==> src/rtl/logic_slice_unit.sv <==
// Sliced bitwise logic unit: applies one of eight ops to two W-bit operands, S bits per clock.
// Optional LOGIC_SLICE_FLAGS_EN adds parity and neg result flags.
module logic_slice_unit #(
    parameter int unsigned W = 64,
    parameter int unsigned S = 16
) (
    input  logic         clk,
    input  logic         rst,
    input  logic         in_valid,
    output logic         in_ready,
    input  logic [2:0]   op,
    input  logic [W-1:0] in_0,
    input  logic [W-1:0] in_1,
    output logic         out_valid,
    input  logic         out_ready,
    output logic [W-1:0] result,
    output logic         zero
`ifdef LOGIC_SLICE_FLAGS_EN
    ,
    output logic         parity,
    output logic         neg
`endif
);

    localparam int unsigned N  = W / S;
    localparam int unsigned CW = (N > 1) ? $clog2(N) : 1;

    localparam logic [1:0] IDLE = 2'd0;
    localparam logic [1:0] BUSY = 2'd1;
    localparam logic [1:0] DONE = 2'd2;

    logic [1:0]    state_q, state_d;
    logic [CW-1:0] cnt_q, cnt_d;
    logic [W-1:0]  a_q, a_d;
    logic [W-1:0]  b_q, b_d;
    logic [2:0]    op_q, op_d;
    logic [W-1:0]  result_q, result_d;
    logic          nz_q, nz_d;
    logic [S-1:0]  sl_a, sl_b, sl_res;
`ifdef LOGIC_SLICE_FLAGS_EN
    logic          par_q, par_d;
`endif

    // Only the slice addressed by the counter reaches the S-bit gate array.
    always_comb begin
        sl_a = '0;
        sl_b = '0;
        for (int unsigned k = 0; k < N; k++) begin
            if (cnt_q == CW'(k)) begin
                sl_a = a_q[k*S +: S];
                sl_b = b_q[k*S +: S];
            end
        end
    end

    always_comb begin
        sl_res = '0;
        unique case (op_q)
            3'b000: sl_res = sl_a & sl_b;
            3'b001: sl_res = sl_a | sl_b;
            3'b010: sl_res = sl_a ^ sl_b;
            3'b011: sl_res = ~(sl_a | sl_b);
            3'b100: sl_res = ~(sl_a & sl_b);
            3'b101: sl_res = ~(sl_a ^ sl_b);
            3'b110: sl_res = ~sl_a;
            3'b111: sl_res = sl_a;
        endcase
    end

    always_comb begin
        state_d  = state_q;
        cnt_d    = cnt_q;
        a_d      = a_q;
        b_d      = b_q;
        op_d     = op_q;
        result_d = result_q;
        nz_d     = nz_q;
`ifdef LOGIC_SLICE_FLAGS_EN
        par_d    = par_q;
`endif
        case (state_q)
            IDLE: begin
                if (in_valid) begin
                    a_d      = in_0;
                    b_d      = in_1;
                    op_d     = op;
                    cnt_d    = '0;
                    result_d = '0;
                    nz_d     = 1'b0;
`ifdef LOGIC_SLICE_FLAGS_EN
                    par_d    = 1'b0;
`endif
                    state_d  = BUSY;
                end
            end
            BUSY: begin
                for (int unsigned k = 0; k < N; k++) begin
                    if (cnt_q == CW'(k)) begin
                        result_d[k*S +: S] = sl_res;
                    end
                end
                nz_d = nz_q | (|sl_res);
`ifdef LOGIC_SLICE_FLAGS_EN
                par_d = par_q ^ (^sl_res);
`endif
                if (cnt_q == CW'(N - 1)) begin
                    state_d = DONE;
                end else begin
                    cnt_d = cnt_q + CW'(1);
                end
            end
            DONE: begin
                if (out_ready) begin
                    state_d = IDLE;
                end
            end
            default: state_d = IDLE;
        endcase
    end

    always_ff @(posedge clk or posedge rst) begin
        if (rst) begin
            state_q  <= IDLE;
            cnt_q    <= '0;
            a_q      <= '0;
            b_q      <= '0;
            op_q     <= '0;
            result_q <= '0;
            nz_q     <= 1'b0;
        end else begin
            state_q  <= state_d;
            cnt_q    <= cnt_d;
            a_q      <= a_d;
            b_q      <= b_d;
            op_q     <= op_d;
            result_q <= result_d;
            nz_q     <= nz_d;
        end
    end

`ifdef LOGIC_SLICE_FLAGS_EN
    always_ff @(posedge clk or posedge rst) begin
        if (rst) begin
            par_q <= 1'b0;
        end else begin
            par_q <= par_d;
        end
    end

    assign parity = out_valid & par_q;
    assign neg    = out_valid & result_q[W-1];
`endif

    assign in_ready  = (state_q == IDLE);
    assign out_valid = (state_q == DONE);
    assign result    = result_q;
    // Flags are only meaningful alongside out_valid, so they read 0 elsewhere.
    assign zero      = out_valid & ~nz_q;

endmodule
==> config.mk <==
export PLATFORM = sky130hd
export DESIGN_NAME = logic_slice_unit
export DESIGN_NICKNAME = d
export VERILOG_FILES = /design/src/rtl/logic_slice_unit.sv
export SDC_FILE = /design/constraint.sdc
export NUM_CORES = 1
export LEC_CHECK = 0
export CAP_MARGIN = 0
export CORE_MARGIN = 2
export CORE_UTILIZATION = 53
export DETAILED_ROUTE_END_ITERATION = 8
export GPL_ROUTABILITY_DRIVEN = 0
export GPL_TIMING_DRIVEN = 0
export PLACE_DENSITY = 0.89
export SETUP_SLACK_MARGIN = 0.5
export SLEW_MARGIN = 20
export SYNTH_ARGS = -nofsm -noshare
export SYNTH_HDL_FRONTEND = slang
export SYNTH_SLANG_ARGS = --single-unit
==> constraint.sdc <==
create_clock -name clk -period 8.1 [get_ports clk]
set_input_delay 1.215 -clock clk [delete_from_list [all_inputs] [get_ports clk]]
set_output_delay 1.215 -clock clk [all_outputs]
set_load 0.05 [all_outputs]
==> Word-level counts from Yosys, hierarchy flattened <==
Cells that the tools add are included.
{ "word_totals": {"ff_bits": 200, "elab_cells": 77} }
{ "op_classes": {"addsub": 1, "muxes": 24, "bitwise_logic": 10, "n_eq_ne": 19, "reduce_logical": 13} }
{ "ops": {"columns": ["op", "n"], "rows": [
  ["$mux W16", 12],
  ["$pmux W16 S8", 1],
  ["$pmux W64 S2", 1],
  ["$mux W64", 1],
  ["$not A16 Y16", 4],
  ["$reduce_and A3 Y1", 6],
  ["$and A16 B16 Y16", 1],
  ["$or A16 B16 Y16", 1],
  ["$reduce_or A16 Y1", 1],
  ["$xor A16 B16 Y16", 1],
  ["$eq A3 B3 Y1 const B", 4],
  ["$ne A2 B2 Y1 const B", 6],
  ["$mux W2", 5],
  ["$eq A2 B2 Y1 const B", 3],
  ["$eq A3 B2 Y1 const B", 2],
  ["$pmux W2 S3", 1],
  ["$eq A2 B1 Y1 const B", 2],
  ["$logic_not A2 Y1", 2],
  ["$pmux W2 S2", 1],
  ["$reduce_and A2 Y1", 2],
  ["$eq A3 B1 Y1 const B", 1],
  ["$logic_not A3 Y1", 1],
  ["$add A2 B1 Y2 const B", 1],
  ["$ne A2 B1 Y1 const B", 1],
  ["other kinds (6)", 6]
]} }

==> Logic depth before layout (Yosys ltp) <==
Gate-level depths: netlist of run 1.
{ "logic_depth": {"ltp_word": 11, "ltp_mapped": 19} }

==> Least setup slack after synthesis of run 1 <==
OpenSTA, ideal clock, no wires.
{ "synth_path": {"path_type": "reg2reg", "start": "reg cnt_q[1]", "end": "reg nz_q", "n_path_buf": 3, "arrival_ns": 3.343, "setup_slack_ns": 4.614, "stages_incl_launch_ff": 20, "cell_sequence": "dfrtp_1 -> inv_1 -> ha_1 -> buf_6 -> clkbuf_1 -> buf_1 -> nor2_1 -> a21oi_1 -> nor2_1 -> a21oi_1 -> nor2_1 -> a21o_1 -> ha_1 -> nand2_1 -> o221a_2 -> or3b_1 -> a31oi_1 -> nand4_1 -> nor4b_2 -> a41oi_1"} }
{ "synth_via": {"elab_chain_len": 11, "elab_cells_between_ends": 23} }
{ "synth_lines": {"columns": ["element", "line", "source"], "rows": [
  ["from (decl)", "33", "logic [CW-1:0] cnt_q, cnt_d;"],
  ["from (signal assigned)", "132", "cnt_q <= cnt_d;"],
  ["$logic_not A2 Y1", "49", "if (cnt_q == CW'(k)) begin"],
  ["$mux W16 (4 in a row)", "49", null],
  ["$xor A16 B16 Y16, or another cell as far along", "61, 64", null],
  ["$not A16 Y16, on equally long branches", "64, 62, 63", null],
  ["$pmux W16 S8 *", "58", "unique case (op_q)"],
  ["$reduce_or A16 Y1 *", "102", "nz_d = nz_q | (|sl_res);"],
  ["$or A1 B1 Y1 *", "102", null],
  ["$pmux W1 S2 *", "81", "case (state_q)"],
  ["to (signal assigned)", "137", "nz_q <= nz_d;"],
  ["to (decl)", "38", "logic nz_q, nz_d;"]
]} }
Every way passes the cells marked *; elsewhere a longest branch is shown, timed or not.
A chain may end at the register's enable or synchronous reset.

==> Worst setup path after layout of run 1 <==
{ "layout_path": {"start": "reg cnt_q[0]", "end": "reg nz_q"} }
Same word-level chain as after synthesis.

==> impl_metrics.ini, run 1 <==
[clock_network]
path_clk_slew_ns = 0.08
hold_buffers = 0
cts_tree = yes
cts_resized = 0
clk_latency_ns = 0.45
cts_buffers = 17
cts_buffer_depth = 2
root_buffer = clkbuf_16
htree_levels = 4
cts_setup_buffers = 0
cts_sinks = 200

[die]
start_util_pct = 54.2
io_pins = 202
dieArea_sq_mm = 0.0210
die_x_um = 145
coreArea_sq_mm = 0.0195
dieHeight_um = 145
rows = 51

[logic_synthesis]
synth-seq-cells = 200
synth.most_common_cell = nand2_1
synth_top_area_share_pct = 47.5
yosys.area.top_type = dfrtp_1
dominantRegCellSynth = dfrtp_1
ys_warn_count = 0
synth_cell_types = 63
synth_area_leaders = dfrtp_1 47%, nand2_1 16%, mux2_2 7.5%, ha_1 4.2%, a21oi_1 2.7%
netlist_area_sq_mm = 0.0105
synth.avg_cell_area_sq_um = 8.96
async_flop_share_pct = 100
synth_commonest_cells = 446 x nand2_1, 200 x dfrtp_1, 70 x mux2_2
synth_edf_count = 0
synthesis.nets = 1347
synth_cells = 1177
seq_area_frac_synth_pct = 47.5

[pwr]
seq_power_share_pct = 26.4
pwr-share-clk_pct = 12.9
p_comb_share_pct = 60.6
leakagePower_nw = 6.51
switchingPower_mw = 3.19
ir_worst_vdd_mv = 0.253
powerDensity_mw_per_mm2 = 487
switching_share_pct = 48.4
power.internal_mw = 3.39

[cells_and_area]
regArea_sq_mm = 0.00500
antenna_cells = 0
multi_input_area_sq_mm = 0.00507
drive_gt1_share_pct = 10.6
nFillCells = 1379
fin_cells = 1676
area_growth_pct = 28.1
final_nets = 1568
final_util_pct = 69.4

[min_path]
hp-class = reg -> reg
hp-start = a_q[60]$_DFFE_PP0P_

[flow_run]
cap_violations = 0

[timing]
slew_viol_final = 0
worst_slew_pin_slew_ns = 0.920
max_slew_margin_pct = 38.7
fmax_mhz = 213
skew_ns = 0.0104
fin_crit_ns = 4.69
setup_viol = 0
period_share_pct = 57.9
finalHoldViolCount = 0
grt_setup_unrepaired = no

[detailed_routing]
drt_wl_total_um = 31700
ant_nets = 0
avgRoutedWirePerCell_um = 18.9
num_vias = 9754
avgViaCountPerCell = 5.82
drt_pre_antenna_iters = 9
post-route-drc-count = 0
dr.first_iter.drc_count = 1248

[worst_setup_path]
critical_path_arrival_ns = 5.00
cp.required_ns = 8.41
crit_path_max_fanout = 10
crit_type = reg -> reg
end_kind = flip-flop
startpoint_type = flip-flop
crit_start = cnt_q[0]$_DFFE_PP0P_
rr_startpoint = cnt_q[0]$_DFFE_PP0P_

[global_route]
grt_usage_pct = 30.2
grt_pass1_wl_um = 49800
grt_pass1_vias = 9642
antenna_found_initial = 0
grt_overflow = 0
grt_start_max_net_pins = 112

[placement]
portBuffers = 201
dp_cells = 1644
dp_hpwl_um = 23200

[run_status]
status = completed
-- flip-flops by register name (all words and copies together), names as in the netlist --
| name | flops |
|---|---|
| nz_q | 1 |
| a_q | 64 |
| state_q | 2 |
| op_q | 3 |
| b_q | 64 |
| result | 64 |
| cnt_q | 2 |
-- through the flow --
stage | total power [mW] | hold slack, ns | setup slack, ns | setup TNS [ns] | cell area [sq um]
after detailed placement | 5.57 | 0.462 | 3.79 | 0 | 12900
after CTS | 6.47 | 0.481 | 3.62 | 0 | 13500
after global placement | 5.39 | 0.459 | -0.850 | -166.14 | 12900
after global routing | 6.93 | 0.497 | 3.18 | 0 | 13500
final | 6.58 | 0.479 | 3.41 | 0 | 13500
after floorplan | 4.44 | 0.446 | 1.43 | 0 | 10500
-- kinds of logic (layout without fill, tap and decap cells) --
logic type	count (synthesis)	count (layout)	synth area share [%]
and+or+nand+nor	564	564	21.8
adders and majority gates	35	35	4.15
DFF	200	200	47.5
buffers and inverters	103	337	4.49
muxes	89	89	9.28
AOI/OAI and AO/OA	167	167	11.2
xor gates and xnor gates	19	19	1.58
-- final cells by class --
cell class	instances	share of cell area [%]
multi-input combinational	874	37.5
sequential	200	37.1
timing repair buffer	202	15.1
clock buffer	18	3.25
buffer	73	2.67
tap	265	2.45
clock inverter	14	1.07
inverter	30	0.889
-- power by group through the flow --
stage	sequential [mW]	clock [mW]	combinational, mW
detailed placement	1.74	0	3.83
finish	1.74	0.852	3.99
CTS	1.73	0.846	3.90
floorplan	2.06	0	2.38
global placement	1.72	0	3.67
global route	1.78	0.890	4.26
-- per-layer routing --
layer	vias up	routed length [um]	track usage [%]
li1	4349	-	-
met1	4610	11700	37.1
met2	618	15000	49.5
met3	177	2970	6.38
met4	0	1990	17.5
met5	-	0	0
-- final timing paths --
kind	endpoint	slack (ns)	cells after the start
worst max-delay path	nz_q$_DFFE_PP0P_	3.41	19
worst min-delay path	a_q[60]$_DFFE_PP0P_	0.48	2
worst max register to register	nz_q$_DFFE_PP0P_	3.41	19
worst min register to register	a_q[60]$_DFFE_PP0P_	0.48	2
max in group asynchronous	b_q[51]$_DFFE_PP0P_	5.90	3
min in group asynchronous	a_q[55]$_DFFE_PP0P_	1.25	2
-- placed cells by master (no fill, tap or decap), types with 7 or more instances in the layout --
cell type,netlist,routed
nand2_1,446,446
clkdlybuf4s50_1,0,201
dfrtp_1,200,200
mux2_2,70,70
nor2_1,65,65
a21oi_1,57,57
clkbuf_1,42,42
ha_1,35,35
inv_1,28,27
mux2i_1,19,19
clkbuf_16,0,17
o21ai_0,16,16
o22ai_1,15,15
a21o_1,15,15
and2_1,13,13
xnor2_1,13,13
o211ai_1,13,13
buf_2,11,11
buf_6,7,7
nand3b_1,7,7
o221ai_1,7,7
buf_1,7,7
-- worst max-delay path, cell delays in order, from the launching register on --
cell and delay, ns:
dfrtp_1 0.41, inv_1 0.13, ha_1 0.27, clkbuf_1 0.51, clkbuf_1 0.40, nand2_1 0.11
nor2_1 0.18, a21oi_1 0.08, nor2_1 0.17, a21oi_1 0.07, nor2_1 0.23, a21o_1 0.13
ha_1 0.25, nand2_1 0.07, o221a_2 0.20, or3b_1 0.37, a31oi_1 0.33, nand4_1 0.16
nor4b_2 0.32, a41oi_1 0.15
Power figures use the tool's default switching activity.
==> run 2: changes to the inputs <==
==> constraint.sdc (replaced) <==
create_clock -name clk -period 4.75 [get_ports clk]
set_input_delay 0.7125 -clock clk [delete_from_list [all_inputs] [get_ports clk]]
set_output_delay 0.7125 -clock clk [all_outputs]
set_load 0.05 [all_outputs]
==> impl_metrics.ini, run 2 (synthesis results as in run 1) <==
[worst_setup_path]
critical_path_arrival_ns = 4.46
reg2reg_depth = 19
crit_top_cell = nor2_1
cpPeakStageDelay_ns = 0.41
ff2ff_setup_slack_ns = 0.59
r2r_end = nz_q$_DFFE_PP0P_
crit_path_max_fanout = 10
cp_slowest_cell = dfrtp_1
crit_chain = inv_1, ha_1, buf_6, buf_2, clkbuf_4, nor2_1, a21oi_1, nor2_1, a21oi_1, nor2_1, a21o_1, ha_1, nand2_1, o221a_2, or3b_1, a31oi_2, nand4_1, nor4b_2, a41oi_1
startpoint_type = flip-flop
rr_startpoint = cnt_q[1]$_DFFE_PP0P_
crit_type = reg -> reg
end_kind = flip-flop
cp.required_ns = 5.05

[timing]
max_slew_margin_pct = 44.3
fin_crit_ns = 4.16
finalHoldViolCount = 0
worst_slew_pin_slew_ns = 0.835
fin_setup_tns_ns = 0
slew_viol_final = 0
fmax_mhz = 240
skew_ns = 0.0121
grt_setup_unrepaired = yes
setup_viol = 0
period_share_pct = 87.5
worst_hold_slack_ns = 0.478

[global_route]
antenna_found_initial = 0
grt_overflow = 0
grt_pass1_wl_um = 51100
grt_start_max_net_pins = 35
grt_pass1_vias = 9878
grt_usage_pct = 30.8

[detailed_routing]
avgViaCountPerCell = 5.80
num_vias = 9742
avgRoutedWirePerCell_um = 19.1
dr.first_iter.drc_count = 1284
post-route-drc-count = 0
drt_pre_antenna_iters = 8
ant_nets = 0
drt_wl_total_um = 32100

[cells_and_area]
layout_commonest_cell = nand2_1
final_cell_mix = 446 x nand2_1, 201 x clkdlybuf4s50_1, 200 x dfrtp_1
antenna_cells = 0
fin_cells = 1681
stdcell_area_sq_mm = 0.0137
area_growth_pct = 29.5
nFillCells = 1342
drive_gt1_share_pct = 11.4
final_nets = 1573

[pwr]
ir_worst_vdd_mv = 0.427
powerDensity_mw_per_mm2 = 832
total_power_mw = 11.4
leakagePower_nw = 6.59

[clock_network]
cts_buffer_depth = 2
cts_setup_buffers = 0
root_buffer = clkbuf_16
cts_sinks = 200
htree_levels = 4
clk_latency_ns = 0.45
cts_buffers = 17
cts_tree = yes
path_clk_slew_ns = 0.08

[die]
coreArea_sq_mm = 0.0195
die_x_um = 145
dieHeight_um = 145
rows = 51
dieArea_sq_mm = 0.0210
io_pins = 202
start_util_pct = 54.2

[placement]
dp_hpwl_um = 24000
dpl_cell_area_sq_mm = 0.0130
dp_cells = 1649
portBuffers = 201

[min_path]
hp-class = reg -> reg
whs_path_depth = 2
hp-start = a_q[36]$_DFFE_PP0P_
hold_end = a_q[36]$_DFFE_PP0P_

[run_status]
status = completed

[flow_run]
cap_violations = 0
## run 2: cell count changes in the layout (fill, tap and decap cells not counted), sizes merged
cell      delta
clkinvlp     +1
clkinv       +2
inv          -4
bufinv       +1
buf          +5
## run 2: how the worst max path moves through the flow
stage | start | end | slack [ns] | cells after the start
after floorplan | cnt_q[1]$_DFFE_PP0P_ | nz_q$_DFFE_PP0P_ | 1.26 | 19
after global placement | rst | a_q[53]$_DFFE_PP0P_ | 0.007 | 2
after detailed placement | cnt_q[1]$_DFFE_PP0P_ | nz_q$_DFFE_PP0P_ | 0.35 | 19
after CTS | cnt_q[0]$_DFFE_PP0P_ | nz_q$_DFFE_PP0P_ | 0.53 | 19
after global routing | cnt_q[1]$_DFFE_PP0P_ | nz_q$_DFFE_PP0P_ | 0.42 | 19
final | cnt_q[1]$_DFFE_PP0P_ | nz_q$_DFFE_PP0P_ | 0.59 | 19
## run 2: layout make-up
cell class	count	area, sq um	share of cell area, %
clock inverters	14	179	1.31
flip-flops and latches	200	5000	36.7
repair buffers	207	2140	15.7
multi-input cells	874	5070	37.1
clock buffers	18	439	3.22
well taps	265	332	2.43
inverters	30	116	0.852
plain buffers	73	373	2.73
## run 2: per-stage QoR
step	utilization (%)	worst slack [ns]
finish	70.2	0.592
global route	70.2	0.417
CTS	70.1	0.531
detailed placement	66.9	0.352
global placement	66.2	0.00727
floorplan	-	1.26
## run 2: repair_timing
item,in CTS,in global routing
hold buffers,0,0
gates resized for setup,3,11
cloned,0,0
pin swaps,0,0
endpoints found under the setup margin,3,9
## run 2: metal layers
layer	track usage (%)	vias to the layer above	share of wire, %
li1	-	4350	-
met2	51.0	571	48
met5	0	-	0
met4	16.2	0	5.3
met3	6.19	144	8.6
met1	38.3	4677	38
## run 2: worst max-delay path: cells and delay by family (launching register included)
family / cells / cell delay (ns)
buffers and inverters: 4 / 0.78
AOI/OAI and AO/OA: 6 / 1.15
and+or+nand+nor: 7 / 1.16
DFF: 1 / 0.41
adders and majority gates: 2 / 0.49
## run 2: report_power, final
group / switching [mW] / internal [mW]
logic: 4.27 / 2.62
registers: 0.491 / 2.47
clock network: 0.735 / 0.771
